===== src/rtl/operand_select_reg_pkg.sv =====
// operand_select_reg_pkg: shared select-mode and source encodings for the operand selector
package operand_select_reg_pkg;
    localparam logic [1:0] MODE_A    = 2'b00;
    localparam logic [1:0] MODE_B    = 2'b01;
    localparam logic [1:0] MODE_ALT  = 2'b10;
    localparam logic [1:0] MODE_HOLD = 2'b11;
    localparam logic SRC_A = 1'b0;
    localparam logic SRC_B = 1'b1;
endpackage


===== src/rtl/operand_select_reg_extend.sv =====
// operand_extend: zero- or sign-extends a WA-bit operand to WB bits (A in, ext_signed in, a_ext out)
module operand_extend #(
    parameter int WA = 4,
    parameter int WB = 6
) (
    input  logic [WA-1:0] A,
    input  logic          ext_signed,
    output logic [WB-1:0] a_ext
);
    if (WA == WB) begin : g_same
        assign a_ext = A;
    end else begin : g_ext
        assign a_ext = {{(WB-WA){ext_signed & A[WA-1]}}, A};
    end
endmodule


===== src/rtl/operand_select_reg.sv =====
// operand_select_reg: registered A/B operand selector with valid/ready handshake and transfer counter
module operand_select_reg
    import operand_select_reg_pkg::*;
#(
    parameter int WA    = 4,
    parameter int WB    = 6,
    parameter int CNT_W = 8
) (
    input  logic             clk,
    input  logic             Reset,
    input  logic             in_valid,
    output logic             in_ready,
    input  logic [WA-1:0]    A,
    input  logic [WB-1:0]    B,
    input  logic [1:0]       mode,
    input  logic             ext_signed,
    output logic             out_valid,
    input  logic             out_ready,
    output logic [WB-1:0]    Mux_Out,
    output logic             out_src,
    output logic [CNT_W-1:0] xfer_count
);
    if (WA < 1 || WA > WB) begin : g_bad_width
        $error("operand_select_reg: WA must be in 1..WB");
    end
    logic [WB-1:0] a_ext, mux_q, mux_d;
    logic [CNT_W-1:0] cnt_q, cnt_d;
    logic valid_q, valid_d, src_q, src_d, alt_q, alt_d, accept, xfer, sel;
    operand_extend #(.WA(WA), .WB(WB)) u_ext (
        .A(A),
        .ext_signed(ext_signed),
        .a_ext(a_ext)
    );
    assign in_ready = ~valid_q | out_ready;
    assign accept = in_valid & in_ready;
    assign xfer = valid_q & out_ready;
    always_comb begin
        sel = mode == MODE_A ? SRC_A : mode == MODE_B ? SRC_B : mode == MODE_ALT ? alt_q : src_q;
        mux_d = accept ? (sel == SRC_B ? B : a_ext) : mux_q;
        src_d = accept ? sel : src_q;
        valid_d = accept | (valid_q & ~out_ready);
        alt_d = (accept && mode == MODE_ALT) ? ~alt_q : alt_q;
        cnt_d = xfer ? cnt_q + 1'b1 : cnt_q;
    end
    always_ff @(posedge clk) begin
        if (Reset) begin
            mux_q   <= '0;
            src_q   <= SRC_A;
            valid_q <= 1'b0;
            alt_q   <= SRC_A;
            cnt_q   <= '0;
        end else begin
            mux_q   <= mux_d;
            src_q   <= src_d;
            valid_q <= valid_d;
            alt_q   <= alt_d;
            cnt_q   <= cnt_d;
        end
    end
    assign out_valid = valid_q;
    assign Mux_Out = mux_q;
    assign out_src = src_q;
    assign xfer_count = cnt_q;
endmodule


===== config.mk =====
export PLATFORM = sky130hd
export DESIGN_NAME = operand_select_reg
export DESIGN_NICKNAME = d
export VERILOG_FILES = /design/src/rtl/operand_select_reg_pkg.sv /design/src/rtl/operand_select_reg_extend.sv /design/src/rtl/operand_select_reg.sv
export SDC_FILE = /design/constraint.sdc
export NUM_CORES = 1
export LEC_CHECK = 0
export BUFFER_PORTS_ARGS = -buffer_cell sky130_fd_sc_hd__buf_2
export CELL_PAD_IN_SITES_DETAIL_PLACEMENT = 1
export CELL_PAD_IN_SITES_GLOBAL_PLACEMENT = 1
export CORE_MARGIN = 1
export CORE_UTILIZATION = 35
export DETAILED_ROUTE_END_ITERATION = 6
export GPL_TIMING_DRIVEN = 0
export PLACE_DENSITY = 0.85
export SLEW_MARGIN = 0
export SYNTH_ARGS = -nofsm -noshare
export SYNTH_HDL_FRONTEND = slang
export SYNTH_SLANG_ARGS = --single-unit
export TNS_END_PERCENT = 100

===== constraint.sdc =====
create_clock -name clk -period 2.79 [get_ports clk]
set_input_delay 0.4185 -clock clk [delete_from_list [all_inputs] [get_ports clk]]
set_output_delay 0.4185 -clock clk [all_outputs]
set_load 0.02 [all_outputs]

Yosys cells after proc, flatten, opt, wreduce, memory -nomap -nowiden --
Cells that the tools add are included.
Storage, ports and cells: flip-flop bits (word level) 17, input bits 17, output and inout bits 17, logic and storage cells 23
Cells by class: add/subtract/negate cells 1, eq/ne operators 2, multiplexer cells 4, bitwise logic cells 9, reduce and logical (&&, ||, !) cells 2
Operator list (count):
- $add 8x1->8 const B | 1
- $mux 6 | 1
- $and 1x1->1 | 4
- $mux 1 | 3
- $not 1->1 | 3
- $eq 2x1->1 const B | 1
- $eq 2x2->1 const B | 1
- $logic_not 2->1 | 1
- $or 1x1->1 | 2
- $logic_and 1x1->1 | 1

Logic depth before layout (Yosys ltp) --
word-level depth 5, gate-level depth with buffers 4, mapped depth without buffers 4

Hierarchy --
A second synthesis with hierarchy kept.
Second synthesis, totals: cells, all modules 100, area total of the unflattened synthesis 869.6 um2
By module, submodules not included:
- operand_select_reg | instances 1, cells each 94, area each 825.8 um2, sequential area each 340.3 um2
- operand_extend | instances 1, cells each 6, area each 43.8 um2, sequential area each 0.0 um2

Least setup slack after synthesis --
OpenSTA, ideal clock, no wires.
path type register -> register, from reg valid_q (netlist: out_valid), to reg mux_q[0] (netlist: Mux_Out[0]), library setup time 141 ps, arrival 1417 ps, data required time 2649 ps, path slack 1232 ps, cell stages (with the launch flop) 5, clock period less this slack 1558 ps, path through dfxtp_1 nor2b_1 clkinv_1 a21oi_1 a311oi_1
Between the ends: word-level cells in the longest chain between the ends 3
RTL lines:
- from (decl) | line operand_select_reg.sv:28 | logic valid_q, valid_d, src_q, src_d, alt_q, alt_d, accept, xfer, sel;
- from (signal assigned) | line operand_select_reg.sv:55 | valid_q <= valid_d;
- $not 1->1 | line operand_select_reg.sv:34 | assign in_ready = ~valid_q | out_ready;
- $or 1x1->1 | line operand_select_reg.sv:34
- via in_ready | line operand_select_reg.sv:12 | output logic in_ready,
- $and 1x1->1 | line operand_select_reg.sv:35 | assign accept = in_valid & in_ready;
- to (signal assigned) | line operand_select_reg.sv:53 | mux_q <= mux_d;
- to (decl) | line operand_select_reg.sv:26 | logic [WB-1:0] a_ext, mux_q, mux_d;
The timed path passes the listed nets, and every way through them passes these cells. A chain may end at the register's enable or synchronous reset.

Worst setup path after layout --
from reg valid_q (netlist: out_valid), to out in_ready
Between the ends: word-level cells in the longest chain between the ends 2
RTL lines (line):
- $not 1->1 | operand_select_reg.sv:34
- $or 1x1->1 | operand_select_reg.sv:34
- to (decl) | operand_select_reg.sv:12
Every way passes these cells.

==> results.cfg <==
[clocking]
clk_latency_ns = 0.29
ctsResizeCount = 0
numCtsBuffers = 3
post_cts_buffers = 0
cts_max_level = 1
cts_tree = yes
cts_root_buf = clkbuf_4
clk_pin_slew_ns = 0.10
clockBufferDepth = 2
cts_hold_buf = 0
clock_sinks = 17

[global_route]
grt_antenna_before_repair = 0
grt_max_degree = 11
grt_pass1_vias = 809
grt_use_met3_pct = 2.73
grtUsageMet2_pct = 31.8
grtUsageTotal_pct = 18.1
met1_usage_pct = 22.1
top_usage_layer = met2
grt-ovfl-total = 0
grt_pass1_wl_um = 3510

[setup_path]
endpoint_kind = output pin
required_ns = 2.37
critical_path.max_fanout = 9
cp.arrival_ns = 1.71
start_kind = flop
reg2reg_depth = 4
path_class = flop to output pin

[routing]
drt-total-wl_um = 2130
via_per_inst = 5.46
drt_pass1_iterations = 4
vias = 858
drtIter0Drc = 4
wl_per_cell_um = 13.5
drc = 0
ant_nets = 0

[power_and_ir_drop]
p_leak_nw = 0.440
ir_drop_v = 0.000323
power_per_cell_area_mw_per_mm2 = 463

[cells_and_area]
drive_gt1_share_pct = 33.3
fill_cells = 301
regArea_um2 = 340
final_net_count = 148
final_cells = 157
multi_input_area_um2 = 439
antenna_cells = 0
fin_area_mm2 = 0.00103
area_growth_pct = 26.5

[place]
io_buffers = 31
place_congestion = 0.712
dpl_cell_area_mm2 = 0.00101
dpl_worst_slack_ns = 0.916
dp_hpwl_um = 1630
dp.cells = 153

[logic_synthesis]
synth_cells = 94
avgSynthCellArea_um2 = 8.69
synthXorXnorAreaFrac_pct = 2.14
ys_ff_latch = 17
muxShareOfSynthArea_pct = 0
ys_seq_area_share_pct = 41.7
synth.cell_area_um2 = 817
yosys_warnings = 0
synth_fa_ha_area_share_pct = 1.53
synth_simple_gate_area_share_pct = 21.3
synth_compound_area_share_pct = 28.8
synth_top_family_by_area = compound AO/OA/AOI/OAI gates
synth_nets = 112
yosysUniqueCellTypes = 27

[die]
start_util_pct = 36.9
rows = 17
die_y_um = 50.3
die_width_um = 50.3
ios = 34
die-area_mm2 = 0.00253
coreArea_mm2 = 0.00221

[hold_path]
min_path_type = input pin to flop
min_delay_path_depth = 3

[run_status]
status = complete, no violations

[sta]
fin_hold_ws_ns = 0.407
hold_viol = 0
slew_headroom_pct = 69.5
rsz0062_at_grt = false
fin_ws_ns = 0.657
setup_viol = 0
min_period_ns = 2.13
setup_tns_ns = 0
period_share_pct = 76.4
slew_viol_final = 0
tightest_slew_ns = 0.457
skew_ns = 0.00410
fmax_mhz = 469

[flow_run]
maxCapViolCount = 0
## area by class of cell
class / count / area share, %
tap: 28 / 3.39
timing repair buffer: 31 / 15.0
multi-input combinational: 68 / 42.5
inverter: 4 / 1.45
buffer: 5 / 2.18
sequential: 17 / 32.9
clock buffer: 4 / 2.54
## registers in the layout (all words and copies together), names as in the netlist, named ones only
signal / flops
Mux_Out: 6
alt_q: 1
out_valid: 1
xfer_count: 8
## critical path, stage by stage (launching register included)
cell and delay [ns]:
dfxtp_1 0.47, nor2b_1 0.36, clkinv_1 0.34, buf_2 0.26
## path summary, 6_finish.rpt
path                            slack, ns       endpoint     startpoint
worst max-delay path                 0.66       in_ready      out_valid
worst min-delay path                 0.41     Mux_Out[0]           B[0]
worst max register to register       1.17     Mux_Out[1]      out_valid
worst min register to register       0.49  xfer_count[7]  xfer_count[7]
## cells in the mapped netlist
cell type	number	share of area, %
dfxtp_1	17	42
a21oi_1	15	9.2
nand3_1	9	5.5
a311oi_1	6	6.4
a21bo_2	4	4.9
nand2_1	4	1.8
o31ai_1	4	3.7
buf_2	3	1.8
inv_1	3	1.4
nor2_1	3	1.4
o21ai_0	3	1.8
or4_1	3	2.8
a21o_1	2	1.8
clkbuf_1	2	0.92
nand4_1	2	1.5
nor2b_1	2	1.5
or3_1	2	1.5
and3b_1	1	1.1
clkinv_1	1	0.46
ha_1	1	1.5
nand2b_1	1	0.77
nand3b_1	1	0.92
nand4_2	1	1.5
o211ai_1	1	0.92
or3_2	1	0.92
xnor2_1	1	1.1
xor2_1	1	1.1
## cells by family after synthesis
kind of cell / after synthesis
adder cells (fa/ha/maj): 1
AO/OA/AOI/OAI: 35
buffers and inverters: 9
flip-flops: 17
AND/OR/NAND/NOR: 30
XOR/XNOR: 2
## layer usage
| layer | vias to the layer above | part of all wire, % |
|---|---|---|
| met5 | - | 0 |
| met4 | 0 | 0 |
| met3 | 0 | 5.3 |
| met2 | 31 | 48 |
| met1 | 401 | 47 |
| li1 | 426 | - |
## per-stage QoR
stage / utilization (%) / power, mW
final: 46.7 / 0.479
after CTS: 46.7 / 0.485
after global placement: 45.5 / 0.348
after detailed placement: 45.5 / 0.351
after floorplan: - / 0.318
after global routing: 46.7 / 0.504
## where the power goes
| group | internal, mW | leakage [nW] | switching (mW) | total, mW |
|---|---|---|---|---|
| combinational | 0.0340 | 0.286 | 0.0496 | 0.0835 |
| sequential | 0.253 | 0.139 | 0.00818 | 0.262 |
| clock | 0.0555 | 0.0150 | 0.0780 | 0.133 |
| total | 0.343 | 0.440 | 0.136 | 0.479 |
## placed cells by master, fill, tap and decap left out, types with 3 or more instances in the layout
cell type | netlist | layout
a311oi_1 | 6 | 6
a21bo_2 | 4 | 4
nand3_1 | 9 | 9
clkbuf_1 | 2 | 3
dfxtp_1 | 17 | 17
a21oi_1 | 15 | 15
or4_1 | 3 | 3
o31ai_1 | 4 | 4
clkbuf_4 | 0 | 3
buf_2 | 3 | 34
nor2_1 | 3 | 3
inv_1 | 3 | 3
nand2_1 | 4 | 4
o21ai_0 | 3 | 3
No activity file was read; power rests on OpenSTA's default activity.
